$ cat config.mk
export PLATFORM = sky130hd
export DESIGN_NAME = rx_buffer
export DESIGN_NICKNAME = d
export VERILOG_FILES = /design/src/rtl/uart_pkg.sv /design/src/rtl/sync_fifo.sv /design/src/rtl/rx_buffer.sv
export SDC_FILE = /design/constraint.sdc
export NUM_CORES = 1
export LEC_CHECK = 0
export BUFFER_PORTS_ARGS = -buffer_cell sky130_fd_sc_hd__buf_2
export CORE_ASPECT_RATIO = 0.8
export CORE_MARGIN = 3
export CORE_UTILIZATION = 50
export DETAILED_ROUTE_END_ITERATION = 16
export GPL_TIMING_DRIVEN = 0
export PLACE_DENSITY = 0.72
export SETUP_SLACK_MARGIN = 0.3
export SYNTH_ARGS = -nofsm -noshare
export SYNTH_HDL_FRONTEND = slang
export SYNTH_SLANG_ARGS = --single-unit
$ cat constraint.sdc
create_clock -name clk -period 3.3 [get_ports clk]
set_clock_uncertainty 0.2 [all_clocks]
set_input_delay 0.165 -clock clk [delete_from_list [all_inputs] [get_ports clk]]
set_output_delay 0.165 -clock clk [all_outputs]
set_load 0.01 [all_outputs]
$ cat src/rtl/uart_pkg.sv
// ----------------------------------------------------------------------------
// uart_pkg
// Shared types and constants for the UART receive path.
//   rx_entry_t : one buffered frame, {framing error, data byte}
//   rx_state_t : capture FSM states of rx_buffer
//   mask_data  : clears data bits above the configured character width
// ----------------------------------------------------------------------------
package uart_pkg;

    localparam logic [3:0] MIN_DATA_SIZE = 4'd5;
    localparam logic [3:0] MAX_DATA_SIZE = 4'd8;

    typedef struct packed {
        logic       fe;
        logic [7:0] data;
    } rx_entry_t;

    typedef enum logic [1:0] {
        IDLE,
        ACK,
        WAIT_CLR
    } rx_state_t;

    // Unsupported widths fall back to a full byte so nothing is silently lost.
    function automatic logic [7:0] mask_data(input logic [7:0] data,
                                             input logic [3:0] size);
        logic [3:0] eff_size;
        logic [7:0] mask;
        eff_size = (size >= MIN_DATA_SIZE && size <= MAX_DATA_SIZE) ? size : MAX_DATA_SIZE;
        mask     = 8'hFF >> (MAX_DATA_SIZE - eff_size);
        return data & mask;
    endfunction

endpackage

$ cat src/rtl/sync_fifo.sv
// ----------------------------------------------------------------------------
// sync_fifo
// Single-clock FIFO with occupancy counter and a combinational head view.
// Ports:
//   clk, rst       : clock, synchronous active-high reset
//   push_i, wdata_i: write request and data (ignored when full without pop)
//   pop_i          : consume head entry (ignored when empty)
//   rdata_o        : head entry; shows the last popped entry while empty
//   count_o        : occupancy 0..DEPTH
//   full_o, empty_o: occupancy flags
// ----------------------------------------------------------------------------
module sync_fifo #(
    parameter  int WIDTH = 9,
    parameter  int DEPTH = 8,
    localparam int PTR_W = $clog2(DEPTH)
) (
    input  logic             clk,
    input  logic             rst,
    input  logic             push_i,
    input  logic [WIDTH-1:0] wdata_i,
    input  logic             pop_i,
    output logic [WIDTH-1:0] rdata_o,
    output logic [PTR_W:0]   count_o,
    output logic             full_o,
    output logic             empty_o
);

    localparam logic [PTR_W:0] FULL_COUNT = (PTR_W+1)'(DEPTH);

    logic [WIDTH-1:0] mem_q [DEPTH];
    logic [PTR_W-1:0] wr_ptr_q, wr_ptr_d;
    logic [PTR_W-1:0] rd_ptr_q, rd_ptr_d;
    logic [PTR_W-1:0] prev_rd_ptr;
    logic [PTR_W:0]   count_q, count_d;
    logic             do_push;
    logic             do_pop;

    assign full_o  = (count_q == FULL_COUNT);
    assign empty_o = (count_q == '0);
    assign count_o = count_q;

    // A pop while full frees the slot the push lands in, so both may proceed.
    assign do_pop  = pop_i && !empty_o;
    assign do_push = push_i && (!full_o || do_pop);

    // While empty, the slot behind the read pointer is the entry popped last;
    // no write can reach it before the FIFO has been refilled.
    assign prev_rd_ptr = rd_ptr_q - 1'b1;
    assign rdata_o     = empty_o ? mem_q[prev_rd_ptr] : mem_q[rd_ptr_q];

    // NOTE: every variable written here gets a default first, so no latch is inferred.
    always_comb begin
        wr_ptr_d = wr_ptr_q;
        rd_ptr_d = rd_ptr_q;
        count_d  = count_q;
        if (do_push) wr_ptr_d = wr_ptr_q + 1'b1;
        if (do_pop)  rd_ptr_d = rd_ptr_q + 1'b1;
        case ({do_push, do_pop})
            2'b10:   count_d = count_q + 1'b1;
            2'b01:   count_d = count_q - 1'b1;
            default: count_d = count_q;
        endcase
    end

    // NOTE: the storage is reset too, because the head view must read zero
    // straight out of reset; at DEPTH <= 64 this is a plain register array.
    always_ff @(posedge clk) begin
        if (rst) begin
            for (int i = 0; i < DEPTH; i++) mem_q[i] <= '0;
            wr_ptr_q <= '0;
            rd_ptr_q <= '0;
            count_q  <= '0;
        end else begin
            if (do_push) mem_q[wr_ptr_q] <= wdata_i;
            wr_ptr_q <= wr_ptr_d;
            rd_ptr_q <= rd_ptr_d;
            count_q  <= count_d;
        end
    end

endmodule

$ cat src/rtl/rx_buffer.sv
// ----------------------------------------------------------------------------
// rx_buffer
// Buffers frames from the UART receiver (rcv_block) for the APB register slave.
// A three-state capture FSM writes each pending byte once, acknowledges it
// with a one-cycle data_read pulse and waits for data_ready to drop.
// Ports:
//   clk, rst                      : clock, synchronous active-high reset
//   rx_data, data_ready,
//   framing_error, overrun_error  : receiver side
//   data_size                     : character width 5..8 (others mean 8)
//   data_read                     : registered one-cycle acknowledge
//   pop, rdata, empty, full, count: APB-side FIFO view, rdata = {fe, data}
//   ovr_sticky, fe_sticky, clr_err: sticky error status and its clear
// Optional (macro RX_BUFFER_THRESH_IRQ_EN):
//   thresh : occupancy watermark, 0 disables the watermark term
//   irq    : registered interrupt (watermark or any sticky error)
// ----------------------------------------------------------------------------
module rx_buffer
    import uart_pkg::*;
#(
    parameter  int DEPTH = 8,
    localparam int PTR_W = $clog2(DEPTH)
) (
    input  logic           clk,
    input  logic           rst,
    input  logic [7:0]     rx_data,
    input  logic           data_ready,
    input  logic           framing_error,
    input  logic           overrun_error,
    input  logic [3:0]     data_size,
    output logic           data_read,
    input  logic           pop,
    output logic [8:0]     rdata,
    output logic           empty,
    output logic           full,
    output logic [PTR_W:0] count,
    output logic           ovr_sticky,
    output logic           fe_sticky,
`ifdef RX_BUFFER_THRESH_IRQ_EN
    input  logic [PTR_W:0] thresh,
    output logic           irq,
`endif
    input  logic           clr_err
);

    rx_state_t state_q, state_d;
    logic      data_read_q, data_read_d;
    logic      ovr_q, ovr_d;
    logic      fe_q, fe_d;
    logic      push;
    logic      ovr_evt;
    logic      fe_evt;
    rx_entry_t entry;

    assign entry = '{fe: framing_error, data: mask_data(rx_data, data_size)};

    sync_fifo #(
        .WIDTH (9),
        .DEPTH (DEPTH)
    ) u_fifo (
        .clk     (clk),
        .rst     (rst),
        .push_i  (push),
        .wdata_i (entry),
        .pop_i   (pop),
        .rdata_o (rdata),
        .count_o (count),
        .full_o  (full),
        .empty_o (empty)
    );

    always_comb begin
        state_d = state_q;
        push    = 1'b0;
        ovr_evt = overrun_error;
        case (state_q)
            IDLE: begin
                if (data_ready) begin
                    if (!full || pop) begin
                        push    = 1'b1;
                        state_d = ACK;
                    end else begin
                        // Byte stays in rcv_block; flag that we could not take it.
                        ovr_evt = 1'b1;
                    end
                end
            end
            ACK:      state_d = WAIT_CLR;
            // Holding here until data_ready drops prevents a double capture.
            WAIT_CLR: if (!data_ready) state_d = IDLE;
            default:  state_d = IDLE;
        endcase

        data_read_d = (state_d == ACK);
        fe_evt      = push && framing_error;

        // A set event in the same cycle beats the clear.
        ovr_d = ovr_evt ? 1'b1 : (clr_err ? 1'b0 : ovr_q);
        fe_d  = fe_evt  ? 1'b1 : (clr_err ? 1'b0 : fe_q);
    end

    // NOTE: state registers use non-blocking assignments so every flop samples
    // the pre-edge values regardless of block ordering.
    always_ff @(posedge clk) begin
        if (rst) begin
            state_q     <= IDLE;
            data_read_q <= 1'b0;
            ovr_q       <= 1'b0;
            fe_q        <= 1'b0;
        end else begin
            state_q     <= state_d;
            data_read_q <= data_read_d;
            ovr_q       <= ovr_d;
            fe_q        <= fe_d;
        end
    end

    assign data_read  = data_read_q;
    assign ovr_sticky = ovr_q;
    assign fe_sticky  = fe_q;

`ifdef RX_BUFFER_THRESH_IRQ_EN
    logic irq_q, irq_d;

    assign irq_d = ((count >= thresh) && (thresh != '0)) || ovr_q || fe_q;

    always_ff @(posedge clk) begin
        if (rst) irq_q <= 1'b0;
        else     irq_q <= irq_d;
    end

    assign irq = irq_q;
`endif

endmodule
==> reports/metrics.sh <==
H-TREE-DEPTH=3
SYNTH.CELL_AREA_MM2=0.004622
SHARE_OF_ASYNC_SETTABLE_OR_ASYNC_RESETTABLE_FLOPS_AFTER_SYNTHESIS=0
GP_ROUTABILITY_CONGESTION=0.8168
SEQUENTIAL_STANDARD_CELL_AREA_MM2=0.002524
DETAILEDROUTE.FIRSTPASSITERATIONCOUNT=5
SYNTHDOMINANTCELLAREASHARE=0.4678
SLEW_WORST_PIN_NS=1.202
CLOCK.FMAX_MHz=347.9
CTSLONGESTPATHBUFFERS=2
CLKTRANSATPATHREGS_NS=0.07
SETUP_CRIT_START_KIND='register'
DESIGN.CORE.AREA_MM2=0.008746
CTSROOTBUFFERMASTER='sky130_fd_sc_hd__clkbuf_16'
SYN_NETS=382
MAXIMUM_NUMBER_OF_PINS_ON_ONE_NET_BEFORE_GLOBAL_ROUTE_REPAIR=17
ANTENNA_LEFT=0
N_FILL_CELL=701
FINAL.MIN_CLOCK_PERIOD_NS=2.874
IR_DROP_mV=0.4537
HP-CLASS='in2reg'
INITIAL_CORE_UTIL=0.5285
INITIALDRTVIOLATIONCOUNT=267
SYNTHTOLAYOUTAREAGROWTH_PCT=16.27
TOTAL_LEAKAGE_POWER_nW=2.019
SLEW-LIMIT-HEADROOM=0.1918
SEQUENTIALPOWERSHARE=0.337
AVGVIACOUNTPERCELL=6.151
GLOBAL_ROUTE.USAGE.MET2=0.3588
POSTROUTEWIRELENGTH_MM=11.08
ANTENNA_CELLS_INSERTED=0
DIEHEIGHT_UM=92.00
DIE_AREA_MM2=0.01044
GRT.BUSIEST_LAYER='met2'
POWER_SWITCHING_SHARE=0.3451
GRT_FIRST_PASS_WIRELENGTH_MM=17.80
DETAIL_ROUTE.WL_PER_CELL_UM=21.14
SYNTH_EDF_COUNT=72
IO_PINS=37
START_TO_END_TYPE_OF_THE_WORST_SETUP_PATH='reg2reg'
CLK_LATENCY_NS=0.34
YS_FF_LATCH=90
SHARE_COMB_OF_TOTAL_POWER=0.410
POST_SYNTH_MAIN_AREA_CONTRIBUTORS='sky130_fd_sc_hd__edfxtp_1, sky130_fd_sc_hd__mux4_2, sky130_fd_sc_hd__nor2_1'
GLOBAL_ROUTE.USAGE.TOTAL=0.2277
PORTBUFFERS=35
POST-DP-HPWL_MM=7.661
SWITCHING_POWER_W=0.001412
SYNTH_AREA_LEADER_CELL='sky130_fd_sc_hd__edfxtp_1'
WORST_PATH_MAXIMUM_FANOUT=10
CTS_BUFFERS=9
SYNTH_MOST_COMMON_CELL='sky130_fd_sc_hd__nor2_1'
MAX_CAP_VIOLATIONS=0
YOSYS_WARNINGS=0
YOSYSSEQAREASHARE=0.5457
REPORT.FINAL.SLEW_VIOL_COUNT=0
UNREPAIRED_SETUP_ENDPOINTS_AFTER_GLOBAL_ROUTING='true'
POST_ROUTE_CELLS_DRIVE_ABOVE_1_SHARE=0.2767
FINAL_HOLD_VIOL_COUNT=0
CRITPATHREQUIREDTIME_NS=3.37
TRITONCTS='done'
WORST_SETUP_END_KIND='register'
FINAL_NETS=435
GLOBALROUTEOVERFLOWTOTAL=0
TNS_NS=0
CELL_INT_POWER_W=0.002681
GR-USAGE-MET1=0.3137
SYN-MEAN-INSTANCE-AREA_UM2=13.06
NUMCLOCKSINKS=90
DIE_W_UM=113.5
POST_SYNTH_INST_COUNT=354
YOSYS.CELL_TYPES.COUNT=42
SYNTHTOPCELLSBYCOUNT='sky130_fd_sc_hd__nor2_1, sky130_fd_sc_hd__edfxtp_1, sky130_fd_sc_hd__mux4_2'
DRC=0
DR_TOTAL_VIAS=3223
GRT_ANTENNA_BEFORE_REPAIR=0
LAYOUT_WORST_PATH_CYCLE_SHARE=0.8709
POST-LAYOUT-TOTAL-POWER_W=0.004093
SYNTH-MAIN-FF-CELL='sky130_fd_sc_hd__edfxtp_1'
GR-USAGE-MET3=0.05145
SETUP_VIOL_COUNT_FINAL=0
ROWS=30
ARRIVAL_NS=2.95
CLKPWRFRAC=0.253
POWER_PER_CELL_AREA_mW_PER_MM2=761.7
GRT_PASS1_VIAS=3294
STATUS='finished, final reports clean'
MULTI_INPUT_AREA_MM2=0.001962
==> layout make-up <==
cell class / count / share of cell area
Buffer: 18 / 0.02910
Clock buffer: 10 / 0.04261
Clock inverter: 6 / 0.01350
Inverter: 12 / 0.008848
Multi-Input combinational cell: 234 / 0.3651
Sequential cell: 90 / 0.4696
Tap cell: 112 / 0.02608
Timing Repair Buffer: 42 / 0.04517
==> what timing repair did <==
item,4_1_cts,5_1_grt
endpoints found under the hold margin,5,0
setup buffers,0,1
pin swaps,0,1
endpoints found under the setup margin,12,11
gates resized for setup,13,6
hold buffers,6,0
gates cloned,0,0
==> cell usage in the layout (no fill, tap or decap), drive strengths merged, types with 2 or more instances in the layout <==
| cell | synthesis | layout |
|---|---|---|
| nor2 | 97 | 97 |
| o22ai | 19 | 19 |
| nor3 | 2 | 2 |
| a21oi | 5 | 5 |
| dlygate4sd3 | 0 | 6 |
| ha | 9 | 9 |
| o21ai | 3 | 3 |
| nor2b | 3 | 3 |
| mux2 | 2 | 2 |
| nand3b | 2 | 2 |
| inv | 12 | 15 |
| clkbuf | 7 | 16 |
| mux4 | 36 | 36 |
| xor2 | 5 | 5 |
| o211ai | 3 | 3 |
| dfxtp | 18 | 18 |
| nand4b | 3 | 3 |
| o21a | 2 | 2 |
| nor3b | 2 | 2 |
| nand3 | 3 | 3 |
| buf | 11 | 48 |
| edfxtp | 72 | 72 |
| nand2b | 12 | 12 |
| nand2 | 10 | 10 |
| xnor2 | 2 | 2 |
| o31ai | 3 | 3 |
| nand4 | 3 | 3 |
==> stage by stage <==
step,hold slack (ns),setup slack (ns),std cells,instance area [um^2],util
after floorplan,0.09093,0.4158,354,4622,-
after global placement,0.1849,-0.5232,501,4937,0.5645
after detailed placement,0.1905,-0.5689,501,4937,0.5645
after CTS,0.05183,0.3207,523,5341,0.6107
after global routing,0.07484,0.2919,524,5374,0.6144
final,0.05040,0.4259,524,5374,0.6144
==> worst max-delay path, stage by stage, from the launching register on <==
cell	delay, ns
sky130_fd_sc_hd__dfxtp_1	0.32
sky130_fd_sc_hd__buf_6	0.13
sky130_fd_sc_hd__or4b_4	0.55
sky130_fd_sc_hd__o21a_4	0.24
sky130_fd_sc_hd__buf_6	0.15
sky130_fd_sc_hd__inv_4	0.09
sky130_fd_sc_hd__ha_4	0.16
sky130_fd_sc_hd__xor2_1	0.15
sky130_fd_sc_hd__ha_1	0.16
sky130_fd_sc_hd__a21oi_1	0.05
sky130_fd_sc_hd__xor2_1	0.15
sky130_fd_sc_hd__or3_1	0.31
sky130_fd_sc_hd__a21oi_1	0.13
==> final timing paths <==
path	start	end	slack, ns	depth (start not counted)
setup reg to reg	u_fifo.count_o[1]	u_fifo.count_o[2]	0.43	12
hold / removal	rx_data[0]	u_fifo.mem_q[0][0]	0.05	3
hold reg to reg	state_q[0]	state_q[1]	0.28	2
setup / recovery	u_fifo.count_o[1]	u_fifo.count_o[2]	0.43	12
==> registers in the layout, indices dropped and copies added, names as in the netlist, named ones only <==
name / flops
u_fifo.rd_ptr_q: 3
u_fifo.count_o: 4
u_fifo.mem_q: 72
fe_sticky: 1
state_q: 2
u_fifo.wr_ptr_q: 3
data_read: 1
ovr_sticky: 1
==> routing by layer <==
layer,up-vias,part of all wire
li1,1442,-
met1,1592,0.42
met2,165,0.48
met3,24,0.082
met4,0,0.023
met5,-,0
==> logic make-up (layout without fill, tap and decap cells) <==
kind of cell | after synthesis | in the layout | synth area share
xor gates and xnor gates | 7 | 7 | 0.01327
adders and majority gates | 9 | 9 | 0.02436
muxes | 39 | 39 | 0.1825
buffers and inverters | 30 | 88 | 0.03248
DFF | 90 | 90 | 0.5458
and+or+nand+nor | 141 | 141 | 0.1470
AOI/OAI and AO/OA | 38 | 38 | 0.05468
==> power by group through the flow <==
stage	logic (W)	clock network, W	registers (W)
2_1_floorplan	0.00111	0	0.00139
3_3_place_gp	0.00157	0	0.00139
3_5_place_dp	0.00160	0	0.00140
4_1_cts	0.00166	0.00104	0.00137
5_1_grt	0.00184	0.00109	0.00139
6_report	0.00168	0.00103	0.00138
Note: power is estimated with default switching activity, not from simulation.
